[src/rtl/mem_arbiter.sv]
// Two-port (instruction fetch I, load/store D) arbiter in front of mem_bus.
// Optional MEM_ARB_ROUND_ROBIN_EN: alternate grants on contention instead of strict D-over-I.
module mem_arbiter #(
    parameter int address_size = 18
) (
    input  logic                    clk,
    input  logic                    rst,
    input  logic                    i_req,
    input  logic [address_size-1:0] i_addr,
    input  logic [2:0]              i_num_bytes,
    output logic                    i_done,
    output logic [31:0]             i_rdata,
    input  logic                    d_req,
    input  logic [address_size-1:0] d_addr,
    input  logic                    d_is_write,
    input  logic [31:0]             d_wdata,
    input  logic [2:0]              d_num_bytes,
    output logic                    d_done,
    output logic [31:0]             d_rdata,
    output logic                    bus_start_request,
    output logic [address_size-1:0] bus_target_address,
    output logic                    bus_is_write,
    output logic [31:0]             bus_write_value,
    output logic [2:0]              bus_num_bytes,
    input  logic                    bus_request_done,
    input  logic [31:0]             bus_fetched_value,
    output logic                    grant_d
);

    typedef enum logic [1:0] {
        IDLE    = 2'd0,
        BUSY    = 2'd1,
        RELEASE = 2'd2
    } state_t;

    state_t state_q;
    logic   pick_d;

`ifdef MEM_ARB_ROUND_ROBIN_EN
    // last_grant_q = 1 means D won the previous arbitration.
    logic last_grant_q;
    assign pick_d = d_req && (!i_req || !last_grant_q);
`else
    assign pick_d = d_req;
`endif

    always_ff @(posedge clk) begin
        if (rst) begin
            state_q            <= IDLE;
            bus_start_request  <= 1'b0;
            bus_target_address <= '0;
            bus_is_write       <= 1'b0;
            bus_write_value    <= '0;
            bus_num_bytes      <= '0;
            grant_d            <= 1'b0;
            i_done             <= 1'b0;
            d_done             <= 1'b0;
            i_rdata            <= '0;
            d_rdata            <= '0;
`ifdef MEM_ARB_ROUND_ROBIN_EN
            last_grant_q       <= 1'b1;
`endif
        end else begin
            i_done <= 1'b0;
            d_done <= 1'b0;
            case (state_q)
                IDLE: begin
                    if (d_req || i_req) begin
                        bus_start_request <= 1'b1;
                        grant_d           <= pick_d;
                        state_q           <= BUSY;
`ifdef MEM_ARB_ROUND_ROBIN_EN
                        last_grant_q      <= pick_d;
`endif
                        if (pick_d) begin
                            bus_target_address <= d_addr;
                            bus_is_write       <= d_is_write;
                            bus_write_value    <= d_wdata;
                            bus_num_bytes      <= d_num_bytes;
                        end else begin
                            // Port I is fetch-only, so it never issues a write.
                            bus_target_address <= i_addr;
                            bus_is_write       <= 1'b0;
                            bus_write_value    <= '0;
                            bus_num_bytes      <= i_num_bytes;
                        end
                    end
                end
                BUSY: begin
                    if (bus_request_done) begin
                        bus_start_request <= 1'b0;
                        state_q           <= RELEASE;
                        if (grant_d) begin
                            d_rdata <= bus_fetched_value;
                            d_done  <= 1'b1;
                        end else begin
                            i_rdata <= bus_fetched_value;
                            i_done  <= 1'b1;
                        end
                    end
                end
                // Low start_request gap lets mem_bus return to its parse state.
                RELEASE: state_q <= IDLE;
                default: state_q <= IDLE;
            endcase
        end
    end

endmodule

[config.mk]
export PLATFORM = sky130hd
export DESIGN_NAME = mem_arbiter
export DESIGN_NICKNAME = d
export VERILOG_FILES = /design/src/rtl/mem_arbiter.sv
export SDC_FILE = /design/constraint.sdc
export NUM_CORES = 1
export LEC_CHECK = 0
export CORE_UTILIZATION = 44
export CTS_BUF_LIST = sky130_fd_sc_hd__clkbuf_16
export DETAILED_ROUTE_END_ITERATION = 7
export PLACE_DENSITY_LB_ADDON = 0.1
export SETUP_SLACK_MARGIN = 0.02
export SLEW_MARGIN = 15
export SYNTH_ARGS = -nofsm -noshare
export SYNTH_HDL_FRONTEND = slang
export SYNTH_SLANG_ARGS = --single-unit
[constraint.sdc]
create_clock -name clk -period 2.1 [get_ports clk]
set_input_delay 0.315 -clock clk [delete_from_list [all_inputs] [get_ports clk]]
set_output_delay 0.315 -clock clk [all_outputs]
set_load 0.02 [all_outputs]
Word-level counts from Yosys, hierarchy flattened
Index checks and enable logic that the tools add are counted.
W data, S select, Z words.

storage, ports and cells
  output and inout bits = 122
  register bits = 124
  input port bits = 112
  word-level logic and storage cells = 38

cells by class
  mux-type cells = 12
  bitwise logic cells = 3
  eq/ne operators = 3
  reductions and logical operators = 9

operators with widths
  operator              count
  $mux W32              1
  $mux W18              1
  $reduce_and A3 Y1     3
  $mux W1               5
  $mux W2               2
  $ne A2 B2 Y1 const B  2
  $pmux W2 S2           1
  $reduce_and A2 Y1     2
  $mux W3               1
  $not A1 Y1            3
  $reduce_or A3 Y1      1
  $eq A2 B1 Y1 const B  1
  $logic_not A2 Y1      1
  $pmux W1 S2           1
  $reduce_bool A2 Y1    1
  $logic_or A1 B1 Y1    1

Depth between registers and ports, before layout
  depth in word-level cells = 3
  gate-level depth with buffers = 6
  depth with buffers taken out = 3

Worst setup path after synthesis
No wires, ideal clock.

  path kind = register to register
  start point = register state_q[0]
  end point = register bus_target_address[0]
  setup time = 0.146 ns
  slack = 0.837 ns
  buffers on the path = 3
  data required time = 1.954 ns
  stages on the path, launching flop included = 7
  arrival = 1.116 ns
  clock period less this slack = 1.263 ns
  path through = dfxtp_1 -> buf_6 -> or2_1 -> buf_4 -> nor2_4 -> buf_6 -> a211oi_2

between the ends
  cells in the longest elaborated chain, start to end = 2

RTL lines
  what                         line  RTL
  start: declaration           36    state_t state_q;
  start signal: assignment     49    state_q <= IDLE;
  start signal: assignment     71    state_q <= BUSY;
  start signal: assignment     92    state_q <= RELEASE;
  $logic_not A2 Y1             66    case (state_q)
  $reduce_and A2 Y1 (no line)  n/a
  end signal: assignment       76    bus_target_address <= d_addr;
  end signal: assignment       82    bus_target_address <= i_addr;
  end: declaration             21    output logic [address_size-1:0] bus_target_address,

No other way between the ends.
A chain may end at the register's enable or synchronous reset.

Worst setup path in the final report
  start point = register grant_d
  end point = output grant_d

RTL lines
  what                      line  RTL
  start: declaration        27    output logic grant_d
  start signal: assignment  70    grant_d <= pick_d;

No word-level cell between the ends.

==> results_dict.tcl <==
set metrics [dict create \
    status "completed" \
    clk_pin_slew_ns 0.05 \
    comb_power_share_pct 17.1 \
    number_of_clock_sinks 124 \
    holdCritPathClass "in -> reg" \
    timing.critical_path.max_delay_family "buffers and inverters" \
    dpl.hpwl_um 9460 \
    placed_area_sq_um 7150 \
    fin_area_sq_um 7730 \
    global_route.usage.total_pct 24.7 \
    htree_num_levels 4 \
    ir_worst_vdd_mv 0.591 \
    synthesis.area_per_instance_sq_um 8.73 \
    ys_warn_count 0 \
    cts_max_path_buffers 2 \
    global_route.overflow_total 0 \
    drive_gt1_share_pct 8.59 \
    placementRows 37 \
    cts-root-buf "clkbuf_16" \
    buffer_ports.inserted 233 \
    layout_min_cycle_time_ns 1.77 \
    die_x_um 106 \
    crit_cells 1 \
    drt_wl_total_um 13900 \
    drt-pass1-iter-count 4 \
    syn_inst 550 \
    drt_iter0_markers 173 \
    globalplace.congestion 0.785 \
    fmax_mhz 566 \
    critPathRequiredTime_ns 1.78 \
    vias_in_the_first_global_route 4434 \
    rsz0062_at_grt "no" \
    most-common-layout-cells "clkdlybuf4s50_1, nand2_1, dfxtp_1" \
    seq_area_frac_synth_pct 51.7 \
    antenna_violations_before_repair 0 \
    tritoncts "yes" \
    cp_data_arrival_time_ns 1.45 \
    setup_total_negative_slack_ns 0 \
    post_synth_and_or_nand_nor_area_fraction_pct 15.4 \
    largest_net_degree_at_the_start_of_global_routing 78 \
    initial_utilization_pct 45.9 \
    critical_path.cell_chain "clkdlybuf4s50_1" \
    antennaDiodeCount 0 \
    power_frac_clock_pct 43.8 \
    critPathCapture "grant_d" \
    critical_path.slowest_cell "clkdlybuf4s50_1" \
    clk-insertion-delay-late_ns 0.41 \
    areaGrowthSynthToFinish_pct 61.0 \
    reg2regPathDepth 4 \
    p_seq_share_pct 39.2 \
    drcViolationCount 0 \
    synth_compound_area_share_pct 21.5 \
    synth.ff_latch_count 124 \
    min_period_over_period_pct 84.2 \
    route.detailed.wl_per_inst_um 15.2 \
    final_worst_clock_skew_ns 0.00828 \
    post_synth_xor_area_fraction_pct 0 \
    max_cap_viol_count 0 \
    max_stage_delay_ns 0.66 \
    relative_slew_margins_pct 57.9 \
    tightest_slew_ns 0.631 \
    die_height_um 106 \
    hold_viol_final 0 \
    reg2reg_slack_ns 0.69 \
    post_cts_resized 0 \
    synth_mux_area_share_pct 4.38 \
    r2r-end "bus_is_write" \
    worstPathBufferInverterCount 1 \
    synth_fa_ha_area_share_pct 0 \
    numCtsBuffers 17 \
    synthesis.nets 662 \
    timing.critical_path.fanout_max 6 \
    wire_length_of_the_first_global_routing_pass_um 21900 \
    vias 4661 \
    fillcell_total 800 \
    most_frequent_standard_cell_in_the_layout_excluding_fill_and_tap_cells "clkdlybuf4s50_1" \
    internal_power_uw 4880 \
    setup_violators_final 0 \
    startpoint_type "flip-flop" \
    largest_family_of_logic_cells_by_synthesized_area "compound AO/OA/AOI/OAI gates" \
    synth_area_leader_cell "dfxtp_1" \
    io_pins 234 \
    total_switching_power_uw 1650 \
    p_leak_uw 0.00277 \
    slew_viol_final 0 \
    avgViaCountPerCell 5.09 \
    worst_setup_path_startpoint "grant_d" \
    powerDensity_nw_per_um2 845 \
    design.die.area_sq_um 11300 \
    synthesis.area_sq_um 4800 \
    timing_worst_setup_path_type "reg -> out" \
    layout.nets 879 \
    critical_path.reg2reg.startpoint "state_q[0]" \
    cts.hold.buffers_added 0 \
    core_area_sq_um 10500 \
    synth_top_area_cells "dfxtp_1, nand2_1, a21oi_1" \
    finalCoreUtilization_pct 73.9 \
    detail-route-antenna-nets 0 \
    cp-end-kind "output pin" \
    post_cts_buffers 0 \
    switching_share_pct 25.2 \
    yosysTopAreaCellShare_pct 51.7 \
    yosysUniqueCellTypes 25 \
]
## state kept, by name, summed over array words and instances (netlist names)
signal / flops
bus_target_address: 18
i_done: 1
bus_start_request: 1
bus_write_value: 32
i_rdata: 32
state_q: 2
bus_is_write: 1
d_rdata: 32
bus_num_bytes: 3
d_done: 1
grant_d: 1
## Yosys cell counts
cell type  instances
or3b_2             1
clkbuf_1          12
a211oi_2          20
a21oi_1          121
and4bb_2           1
o21ai_1           22
or2_1              1
nor3b_4            1
dfxtp_1          124
inv_1              1
or2_0              1
nand3b_1           1
buf_4             13
nor2_4             1
buf_6             11
a211oi_1           1
and4b_1            1
nor2_1             4
o21ai_0           12
buf_2             13
mux2i_1           21
nand4bb_1          1
nand2_1          164
nand4b_1           1
nor2_2             1
## power groups by stage
stage                     combinational [uW]  clock (uW)  sequential (uW)
after global routing                    1190        3020             2570
after detailed placement                1110           0             2610
after floorplan                          425           0             2750
after global placement                  1100           0             2600
final                                   1110        2860             2560
after CTS                               1120        2900             2560
## logic make-up after synthesis
family	Yosys count
AO/OA/AOI/OAI	176
buffers and inverters	50
multiplexers	21
flip-flops	124
AND/OR/NAND/NOR	179
## final cells by class
cell class / count / area, sq um / area share, %
multi-input cells: 376 / 1980 / 25.6
repair buffers: 247 / 2510 / 32.5
clock inverters: 15 / 155 / 2.01
flip-flops and latches: 124 / 2480 / 32.1
inverters: 1 / 3.75 / 0.0486
clock buffers: 17 / 425 / 5.50
well taps: 136 / 170 / 2.20
## how the worst min path moves through the flow
| stage | from | to | slack, ns | depth (start not counted) |
|---|---|---|---|---|
| floorplan | bus_fetched_value[10] | d_rdata[10] | 0.45 | 2 |
| global placement | d_rdata[14] | d_rdata[14] | 0.44 | 2 |
| detailed placement | i_rdata[15] | i_rdata[15] | 0.45 | 2 |
| CTS | rst | bus_target_address[4] | 0.39 | 3 |
| global route | rst | bus_target_address[4] | 0.41 | 3 |
| finish | rst | bus_num_bytes[2] | 0.40 | 3 |
## routing by layer
| layer | track usage (%) | vias to the layer above | share of wire [%] |
|---|---|---|---|
| met5 | 0 | - | 0 |
| met4 | 11.1 | 0 | 2.7 |
| met3 | 8.65 | 26 | 8.2 |
| met2 | 40.9 | 200 | 49 |
| met1 | 28.8 | 2147 | 40 |
| li1 | - | 2288 | - |
## through the flow
| step | hold WS [ns] | cells | setup WS (ns) | power (uW) |
|---|---|---|---|---|
| after floorplan | 0.451 | 550 | 0.837 | 3180 |
| after global placement | 0.441 | 884 | 0.226 | 3700 |
| after detailed placement | 0.446 | 884 | 0.137 | 3720 |
| after CTS | 0.385 | 916 | 0.306 | 6580 |
| after global routing | 0.406 | 916 | 0.284 | 6780 |
| final | 0.400 | 916 | 0.332 | 6530 |
No activity file was read; power rests on OpenSTA's default activity.
